## src/rtl/nco_meter_pkg.sv

```systemverilog
// Shared definitions for the NCO tone meter: FSM encoding, default sizing
// and signed min/max helpers used by the peak trackers.
package nco_meter_pkg;

    localparam int          CNT_W_DEF = 24;
    localparam logic [15:0] HYST_DEF  = 16'd64;

    typedef enum logic [1:0] {
        ST_IDLE    = 2'd0,
        ST_ARM     = 2'd1,
        ST_MEASURE = 2'd2,
        ST_DONE    = 2'd3
    } meter_state_e;

    function automatic logic signed [15:0] smax16(input logic signed [15:0] a,
                                                   input logic signed [15:0] b);
        return (a > b) ? a : b;
    endfunction

    function automatic logic signed [15:0] smin16(input logic signed [15:0] a,
                                                   input logic signed [15:0] b);
        return (a < b) ? a : b;
    endfunction

endpackage

```

## src/rtl/nco_zc_detect.sv

```systemverilog
// Rising zero-crossing detector with hysteresis: arms once the sine dips to
// -HYST or below, and fires on the next qualified non-negative sample.
module nco_zc_detect
    import nco_meter_pkg::*;
#(
    parameter logic [15:0] HYST = HYST_DEF
) (
    input  logic        clk,
    input  logic        rst,
    input  logic        sample_valid,
    input  logic [15:0] sin_val,
    input  logic        clear,
    output logic        crossing
);

    // 17-bit compare so any HYST up to 16'hFFFF stays representable.
    localparam logic signed [16:0] NEG_HYST = -$signed({1'b0, HYST});

    logic armed_q;
    logic armed_d;
    logic below_hyst;

    assign below_hyst = $signed({sin_val[15], sin_val}) <= NEG_HYST;
    assign crossing   = sample_valid && armed_q && !sin_val[15];

    always_comb begin
        armed_d = armed_q;
        if (clear) begin
            armed_d = 1'b0;
        end else if (crossing) begin
            armed_d = 1'b0;
        end else if (sample_valid && below_hyst) begin
            armed_d = 1'b1;
        end
    end

    always_ff @(posedge clk or negedge rst) begin
        if (!rst) begin
            armed_q <= 1'b0;
        end else begin
            armed_q <= armed_d;
        end
    end

endmodule

```

## src/rtl/nco_tone_meter.sv

```systemverilog
// Measures the period of an NCO sine in valid samples over num_cycles periods,
// tracking signed peaks; a saturating sample counter bounds the measurement.
module nco_tone_meter
    import nco_meter_pkg::*;
#(
    parameter int          CNT_W = CNT_W_DEF,
    parameter logic [15:0] HYST  = HYST_DEF
) (
    input  logic             clk,
    input  logic             rst,
    input  logic [15:0]      sin_val,
    input  logic             sample_valid,
    input  logic             meas_start,
    input  logic             meas_abort,
    input  logic [7:0]       num_cycles,
    output logic             meas_busy,
    output logic             meas_done,
    output logic             timeout,
    output logic [CNT_W-1:0] period_cnt,
    output logic [15:0]      peak_pos,
    output logic [15:0]      peak_neg
);

    meter_state_e      state_q, state_d;
    logic [7:0]        ncyc_q, ncyc_d;
    logic [7:0]        xcnt_q, xcnt_d;
    logic [CNT_W-1:0]  samp_cnt_q, samp_cnt_d;
    logic [15:0]       pmax_q, pmax_d;
    logic [15:0]       pmin_q, pmin_d;
    logic [CNT_W-1:0]  period_q, period_d;
    logic [15:0]       ppos_q, ppos_d;
    logic [15:0]       pneg_q, pneg_d;
    logic              timeout_q, timeout_d;

    logic              zc_clear;
    logic              crossing;
    logic [CNT_W-1:0]  cnt_inc;
    logic [15:0]       new_max;
    logic [15:0]       new_min;
    logic              last_cross;

    nco_zc_detect #(
        .HYST (HYST)
    ) u_zc (
        .clk          (clk),
        .rst          (rst),
        .sample_valid (sample_valid),
        .sin_val      (sin_val),
        .clear        (zc_clear),
        .crossing     (crossing)
    );

    assign cnt_inc    = samp_cnt_q + CNT_W'(1);
    assign new_max    = smax16(pmax_q, sin_val);
    assign new_min    = smin16(pmin_q, sin_val);
    assign last_cross = crossing && (({1'b0, xcnt_q} + 9'd1) == {1'b0, ncyc_q});

    always_comb begin
        state_d    = state_q;
        ncyc_d     = ncyc_q;
        xcnt_d     = xcnt_q;
        samp_cnt_d = samp_cnt_q;
        pmax_d     = pmax_q;
        pmin_d     = pmin_q;
        period_d   = period_q;
        ppos_d     = ppos_q;
        pneg_d     = pneg_q;
        timeout_d  = timeout_q;
        zc_clear   = 1'b0;

        case (state_q)
            ST_IDLE: begin
                if (meas_start) begin
                    state_d   = ST_ARM;
                    ncyc_d    = (num_cycles == 8'd0) ? 8'd1 : num_cycles;
                    xcnt_d    = 8'd0;
                    timeout_d = 1'b0;
                    zc_clear  = 1'b1;
                end
            end
            ST_ARM: begin
                if (meas_abort) begin
                    state_d = ST_IDLE;
                end else if (crossing) begin
                    // The first crossing is the time reference; it is not counted.
                    state_d    = ST_MEASURE;
                    samp_cnt_d = '0;
                    pmax_d     = sin_val;
                    pmin_d     = sin_val;
                end
            end
            ST_MEASURE: begin
                if (meas_abort) begin
                    state_d = ST_IDLE;
                end else if (sample_valid) begin
                    samp_cnt_d = cnt_inc;
                    pmax_d     = new_max;
                    pmin_d     = new_min;
                    if (crossing) begin
                        xcnt_d = xcnt_q + 8'd1;
                    end
                    if (last_cross) begin
                        state_d  = ST_DONE;
                        period_d = cnt_inc;
                        ppos_d   = new_max;
                        pneg_d   = new_min;
                    end else if (cnt_inc == '1) begin
                        state_d   = ST_DONE;
                        period_d  = '1;
                        ppos_d    = new_max;
                        pneg_d    = new_min;
                        timeout_d = 1'b1;
                    end
                end
            end
            ST_DONE: begin
                state_d = ST_IDLE;
            end
            default: begin
                state_d = ST_IDLE;
            end
        endcase
    end

    always_ff @(posedge clk or negedge rst) begin
        if (!rst) begin
            state_q    <= ST_IDLE;
            ncyc_q     <= '0;
            xcnt_q     <= '0;
            samp_cnt_q <= '0;
            pmax_q     <= '0;
            pmin_q     <= '0;
            period_q   <= '0;
            ppos_q     <= '0;
            pneg_q     <= '0;
            timeout_q  <= 1'b0;
        end else begin
            state_q    <= state_d;
            ncyc_q     <= ncyc_d;
            xcnt_q     <= xcnt_d;
            samp_cnt_q <= samp_cnt_d;
            pmax_q     <= pmax_d;
            pmin_q     <= pmin_d;
            period_q   <= period_d;
            ppos_q     <= ppos_d;
            pneg_q     <= pneg_d;
            timeout_q  <= timeout_d;
        end
    end

    assign meas_busy  = (state_q == ST_ARM) || (state_q == ST_MEASURE);
    assign meas_done  = (state_q == ST_DONE);
    assign timeout    = timeout_q;
    assign period_cnt = period_q;
    assign peak_pos   = ppos_q;
    assign peak_neg   = pneg_q;

endmodule

```

## config.mk

```make
export PLATFORM = sky130hd
export DESIGN_NAME = nco_tone_meter
export DESIGN_NICKNAME = d
export VERILOG_FILES = /design/src/rtl/nco_meter_pkg.sv /design/src/rtl/nco_zc_detect.sv /design/src/rtl/nco_tone_meter.sv
export SDC_FILE = /design/constraint.sdc
export NUM_CORES = 1
export LEC_CHECK = 0
export CORE_MARGIN = 2
export CORE_UTILIZATION = 35
export CTS_BUF_LIST = sky130_fd_sc_hd__clkbuf_8
export DETAILED_ROUTE_END_ITERATION = 10
export GPL_ROUTABILITY_DRIVEN = 0
export MAX_ROUTING_LAYER = met4
export PLACE_DENSITY = 0.51
export RECOVER_POWER = 50
export SYNTH_ARGS = -nofsm -noshare
export SYNTH_HDL_FRONTEND = slang
export SYNTH_SLANG_ARGS = --single-unit
```

## constraint.sdc

```tcl
create_clock -name clk -period 3.5 [get_ports clk]
set_input_delay 1.05 -clock clk [delete_from_list [all_inputs] [get_ports clk]]
set_output_delay 1.05 -clock clk [all_outputs]
set_load 0.03 [all_outputs]
```

* Yosys cells after proc, flatten, opt, wreduce, memory -nomap -nowiden *
Cells that the tools add are included.

cells by class
  add/sub/neg operators = 3
  multiply operators = 0
  divide/modulo/power cells = 0
  $lt $le $gt $ge = 3
  equal/unequal tests = 16
  shift-type cells = 0
  mux-type cells = 46
  bitwise gates (word level) = 1
  reduce and logical (&&, ||, !) cells = 18

operator list
  operator                                                                           count
  16-bit two-way mux                                                                 12
  24-bit two-way mux                                                                 6
  16-bit case mux with 2 select lines                                                2
  24-bit case mux with 2 select lines                                                1
  8-bit two-way mux                                                                  5
  24-bit by 1-bit adder with 24-bit output, second input constant                    1
  24-bit equality test, second input constant                                        1
  16-bit > comparator                                                                1
  16-bit by 7-bit less-or-equal comparator with 1-bit output, second input constant  1
  16-bit less-than comparator                                                        1
  2-bit != test, second input constant                                               8
  8-bit case mux with 2 select lines                                                 1
  2-bit two-way mux                                                                  7
  1-bit two-way mux                                                                  10
  5-bit AND reduction                                                                2
  8-bit by 1-bit adder with 9-bit output, second input constant                      1
  9-bit by 8-bit equality test with 1-bit output                                     1
  8-bit by 1-bit adder with 8-bit output, second input constant                      1
  8-bit zero test                                                                    1
  2-bit case mux with 4 select lines                                                 1
  4-bit AND reduction                                                                2
  3-bit != test, second input constant                                               2
  6-bit AND reduction                                                                1
  2-bit nonzero test                                                                 3
  11 further kinds                                                                   15

word-level totals
  register bits after elaboration = 132
  latch bits = 0
  bits in writable memories = 0
  bits in read-only memories = 0
  bits of input ports = 29
  output and inout bits = 59
  word-level logic and storage cells = 98
  memories kept = 0

* Logic depth before layout (Yosys ltp) *
  depth after elaboration = 7
  mapped depth = 11
  gate-level depth less buffers = 10

* Cells and area by module *
A second synthesis with hierarchy kept.

second synthesis, totals
  cell total of the unflattened synthesis = 688
  area total of the unflattened synthesis = 7518.5 um2

by module, submodules not included
  module          instances  cells an instance  area each (um2)  seq. area each (um2)
  nco_tone_meter  1          676                7425.9           3278.1
  nco_zc_detect   1          12                 92.6             25.0

* Least setup slack after synthesis *
No wires, ideal clock.

  kind = input to register
  start point = input port sin_val[15]
  end point = register ppos_q[10] (netlist: peak_pos[10])
  library setup time = 0.123 ns
  arrival = 3.423 ns
  data required time = 3.377 ns
  path slack = -0.046 ns
  stages on the path = 10
  buffers on the path = 1
  path through = inv_1 > ha_1 > nand4_1 > a2111oi_0 > nor2_1 > mux2i_1 > nor2_1 > clkbuf_1 > mux2i_1 > a21oi_1

on the way
  cells in the longest elaborated chain, start to end = 5
  elaborated cells between the ends (all ways) = 9
  those cells by class = order compare (1); mux (3); reduce/logical (5)

RTL lines
  element                                                                      RTL line               RTL
  start: declaration                                                           nco_tone_meter.sv:11   input logic [15:0] sin_val,
  parallel branches: the longest is 5 deep, another holds 16-bit > comparator  n/a
  end signal: assignment                                                       nco_tone_meter.sv:145  ppos_q <= ppos_d;
  end: declaration                                                             nco_tone_meter.sv:31   logic [15:0] ppos_q, ppos_d;

Several ways; the timed one is not identified. The select of a mux whose other input is x is not followed.
A chain may end at the register's enable or synchronous reset.

* Worst setup path in the final report *
  start point = input port sin_val[1]
  end point = register pmin_q[1]

on the way
  cells in the longest elaborated chain, start to end = 5
  elaborated cells between the ends (all ways) = 7
  those cells by class = order compare (1); mux (6)

RTL lines
  element                                  RTL line               RTL
  16-bit less-than comparator              nco_meter_pkg.sv:22    return (a < b) ? a : b;
  16-bit two-way mux                       nco_meter_pkg.sv:22
  16-bit two-way mux                       nco_tone_meter.sv:95   end else if (sample_valid) begin
  16-bit two-way mux                       nco_tone_meter.sv:93   if (meas_abort) begin
  16-bit case mux with 2 select lines (*)  nco_tone_meter.sv:71   case (state_q)
  end signal: assignment                   nco_tone_meter.sv:143  pmin_q <= pmin_d;
  end: declaration                         nco_tone_meter.sv:29   logic [15:0] pmin_q, pmin_d;

Mark *: on every way between the ends. The rest lies on a longest branch, timed or not. The select of a mux whose other input is x is not followed.

==> results_dict.tcl <==
set metrics [dict create \
    ant_nets 0 \
    fin_ws_ns 0.187 \
    cp.depth 11 \
    cp_max_fo 15 \
    min_path_type "reg -> reg" \
    outcome "finished with violations" \
    die_area_um2 21400 \
    antenna_cells 0 \
    ff_latch_area_um2 3300 \
    hold_viol_final 0 \
    holdBufCountCts 0 \
    crit_type "in -> reg" \
    hpwl_um 13900 \
    violations "max-capacitance violations, max-slew violations" \
    cp.required_ns 3.84 \
    p_total_w 0.00511 \
    place_area_um2 8760 \
    r2r_slack_ns 0.23 \
    start_util_pct 35.4 \
    ys_ff_latch 132 \
    vias 5970 \
    min_period_ns 3.31 \
    min_period_over_period_pct 94.7 \
    cts_resized 0 \
    synthDistinctLibCells 54 \
    powerDensity_nw_per_um2 558 \
    mostFrequentLayoutCells "dfrtp_1, nor2_1, a21oi_1, clkdlybuf4s50_1, o21ai_0" \
    synth_cells 734 \
    num_rows 52 \
    slowest_stage "clkdlybuf4s50_1" \
    worst_pin_slew_ns 1.97 \
    synth-edff-count 0 \
    numClockSinks 132 \
    clk_pin_slew_worst_paths_ns 0.07 \
    root_buffer "clkbuf_8" \
    critPathArrivalTime_ns 3.65 \
    cts_setup_buffers 0 \
    wl_per_cell_um 16.2 \
    slew_headroom_pct -31.0 \
    endpoint "pmin_q[1]$_DFFE_PN0P_" \
    fmax_mhz 302 \
    clock_skew_ns 0.0137 \
    fillCellCount 1956 \
    numCtsBuffers 17 \
    async_flop_share_pct 100 \
    synthAdderAreaFrac_pct 6.89 \
    synth_area_per_cell_um2 9.66 \
    grt_first_pass_wirelength_um 31200 \
    synth_area_um2 7090 \
    antenna_found_initial 0 \
    yosysSeqAreaShare_pct 46.6 \
    cts_tree "yes" \
    finish.instance_area_um2 9150 \
    dr.pass1.iters 4 \
    syn_to_final_growth_pct 29.1 \
    cp-startpoint "sin_val[1]" \
    nets 942 \
    cp_top_family "compound AO/OA/AOI/OAI gates" \
    final-setup-viol-count 0 \
    slew_viol_final 35 \
    synthMuxAreaShare_pct 8.32 \
    grt_usage_pct 18.7 \
    core-area_um2 20000 \
    wl_um 18800 \
    clock_latency_ns 0.46 \
    synth_nets 802 \
    yosys.area_share.simple_pct 15.1 \
    viasPerCell 5.16 \
    timing.rr.end "peak_pos[5]$_DFFE_PN0P_" \
    chipWidth_um 146 \
    synth_top_family_by_area "compound AO/OA/AOI/OAI gates" \
    fin_tns_setup_ns 0 \
    drt_iter0_markers 328 \
    r2r_cells 12 \
    layout_commonest_cell "dfrtp_1" \
    die_h_um 146 \
    worstPathCellList "clkdlybuf4s50_1, inv_1, ha_1, a21o_1, a211oi_1, o211ai_1, nand2_1, a32oi_2, o21ai_2, buf_12, mux2_2" \
    slowest_delay_ns 0.49 \
    p_leak_nw 4.20 \
    grt_pass1_vias 6104 \
    multi_input_area_um2 3570 \
    ios 88 \
    ys.flop_type "dfrtp_1" \
    maxCapViolations 1 \
    overflow 0 \
    drive_above_1_share_pct 13.9 \
    rsz0062_at_grt "false" \
    yosys_warnings 0 \
    post-route-drc-count 0 \
    worstSetupEndpointType "flop" \
    synthXorXnorAreaFrac_pct 3.83 \
    critPathLaunchType "input pin" \
    synth_compound_area_share_pct 15.9 \
    peakVddDrop_mv 0.251 \
    crit_buf_inv 3 \
    place_ws_ns -0.263 \
    worst_hold_slack_ns 0.505 \
    io_buffers 87 \
    rr_startpoint "samp_cnt_q[1]$_DFFE_PN0P_" \
    cts_buffer_depth 2 \
    htree_levels 4 \
    grt_max_degree 54 \
]
==> per-layer routing <==
metal	global-route usage [%]	vias up	wire length, um
li1	-	2925	-
met1	23.0	2878	8460
met2	30.4	127	9110
met3	3.72	40	671
met4	7.72	0	516
met5	-	-	0
==> area by class of cell <==
| cell class | instances | share of cell area, % |
|---|---|---|
| Inverter | 23 | 0.944 |
| Clock buffer | 18 | 2.71 |
| Sequential cell | 132 | 36.1 |
| Clock inverter | 13 | 1.83 |
| Tap cell | 270 | 3.69 |
| Timing Repair Buffer | 154 | 15.7 |
| Multi-Input combinational cell | 546 | 39.1 |
==> state kept, by name (all words and copies together) (netlist names) <==
register	cells
xcnt_q	8
ncyc_q	8
peak_neg	16
samp_cnt_q	24
u_zc.armed_q	1
state_q	2
peak_pos	16
pmin_q	16
period_cnt	24
pmax_q	16
timeout	1
==> through the flow <==
stage	instances	util (%)
finish	1156	45.7
global route	1156	45.7
CTS	1156	45.8
detailed placement	1125	43.7
global placement	1125	43.7
floorplan	734	-
==> worst reg2reg max path: cells and delay by family, from the launching register on <==
family          cells  cell delay (ns)
buf+inv             3             0.63
simple gates        4             0.76
flops               1             0.46
compound gates      4             1.09
fa+ha+maj           1             0.26
==> how the worst min path moves through the flow <==
stage	start	endpoint	slack [ns]	cells after the start
detailed placement	timeout$_DFFE_PN0P_	timeout$_DFFE_PN0P_	0.50	1
global placement	pmax_q[14]$_DFFE_PN0P_	pmax_q[14]$_DFFE_PN0P_	0.50	2
floorplan	ncyc_q[0]$_DFFE_PN0P_	ncyc_q[0]$_DFFE_PN0P_	0.47	2
global route	peak_neg[7]$_DFFE_PN0P_	peak_neg[7]$_DFFE_PN0P_	0.54	2
finish	ncyc_q[0]$_DFFE_PN0P_	ncyc_q[0]$_DFFE_PN0P_	0.50	2
CTS	ncyc_q[0]$_DFFE_PN0P_	ncyc_q[0]$_DFFE_PN0P_	0.51	2
==> kinds of logic (layout without fill, tap and decap cells) <==
family                     after synthesis  count (layout)
buffers and inverters                   56             208
AOI/OAI and AO/OA                      192             192
adders and majority gates               39              39
and+or+nand+nor                        228             228
DFF                                    132             132
muxes                                   56              56
xor gates and xnor gates                31              31
==> power breakdown <==
| group | total [W] | internal (W) | switching [W] |
|---|---|---|---|
| clock | 0.00139 | 0.000780 | 0.000608 |
| combinational | 0.00174 | 0.000825 | 0.000915 |
| sequential | 0.00198 | 0.00178 | 0.000203 |
==> cell usage after synthesis (all sizes together) (6+ instances only) <==
cell / instances / area, um^2
buf: 15 / 82.6
dfrtp: 132 / 3300
inv: 23 / 86.3
nor3: 13 / 65.1
xnor2: 18 / 158
and3: 6 / 37.5
mux2: 23 / 259
mux2i: 33 / 330
nor4: 6 / 37.5
clkbuf: 18 / 67.6
a21o: 7 / 52.6
nand2: 56 / 210
xor2: 13 / 114
nand4: 16 / 106
a21oi: 73 / 369
nand3: 16 / 80.1
ha: 39 / 488
nor2: 88 / 330
o31ai: 12 / 90.1
o21ai: 67 / 335
No activity file was read; power rests on OpenSTA's default activity.
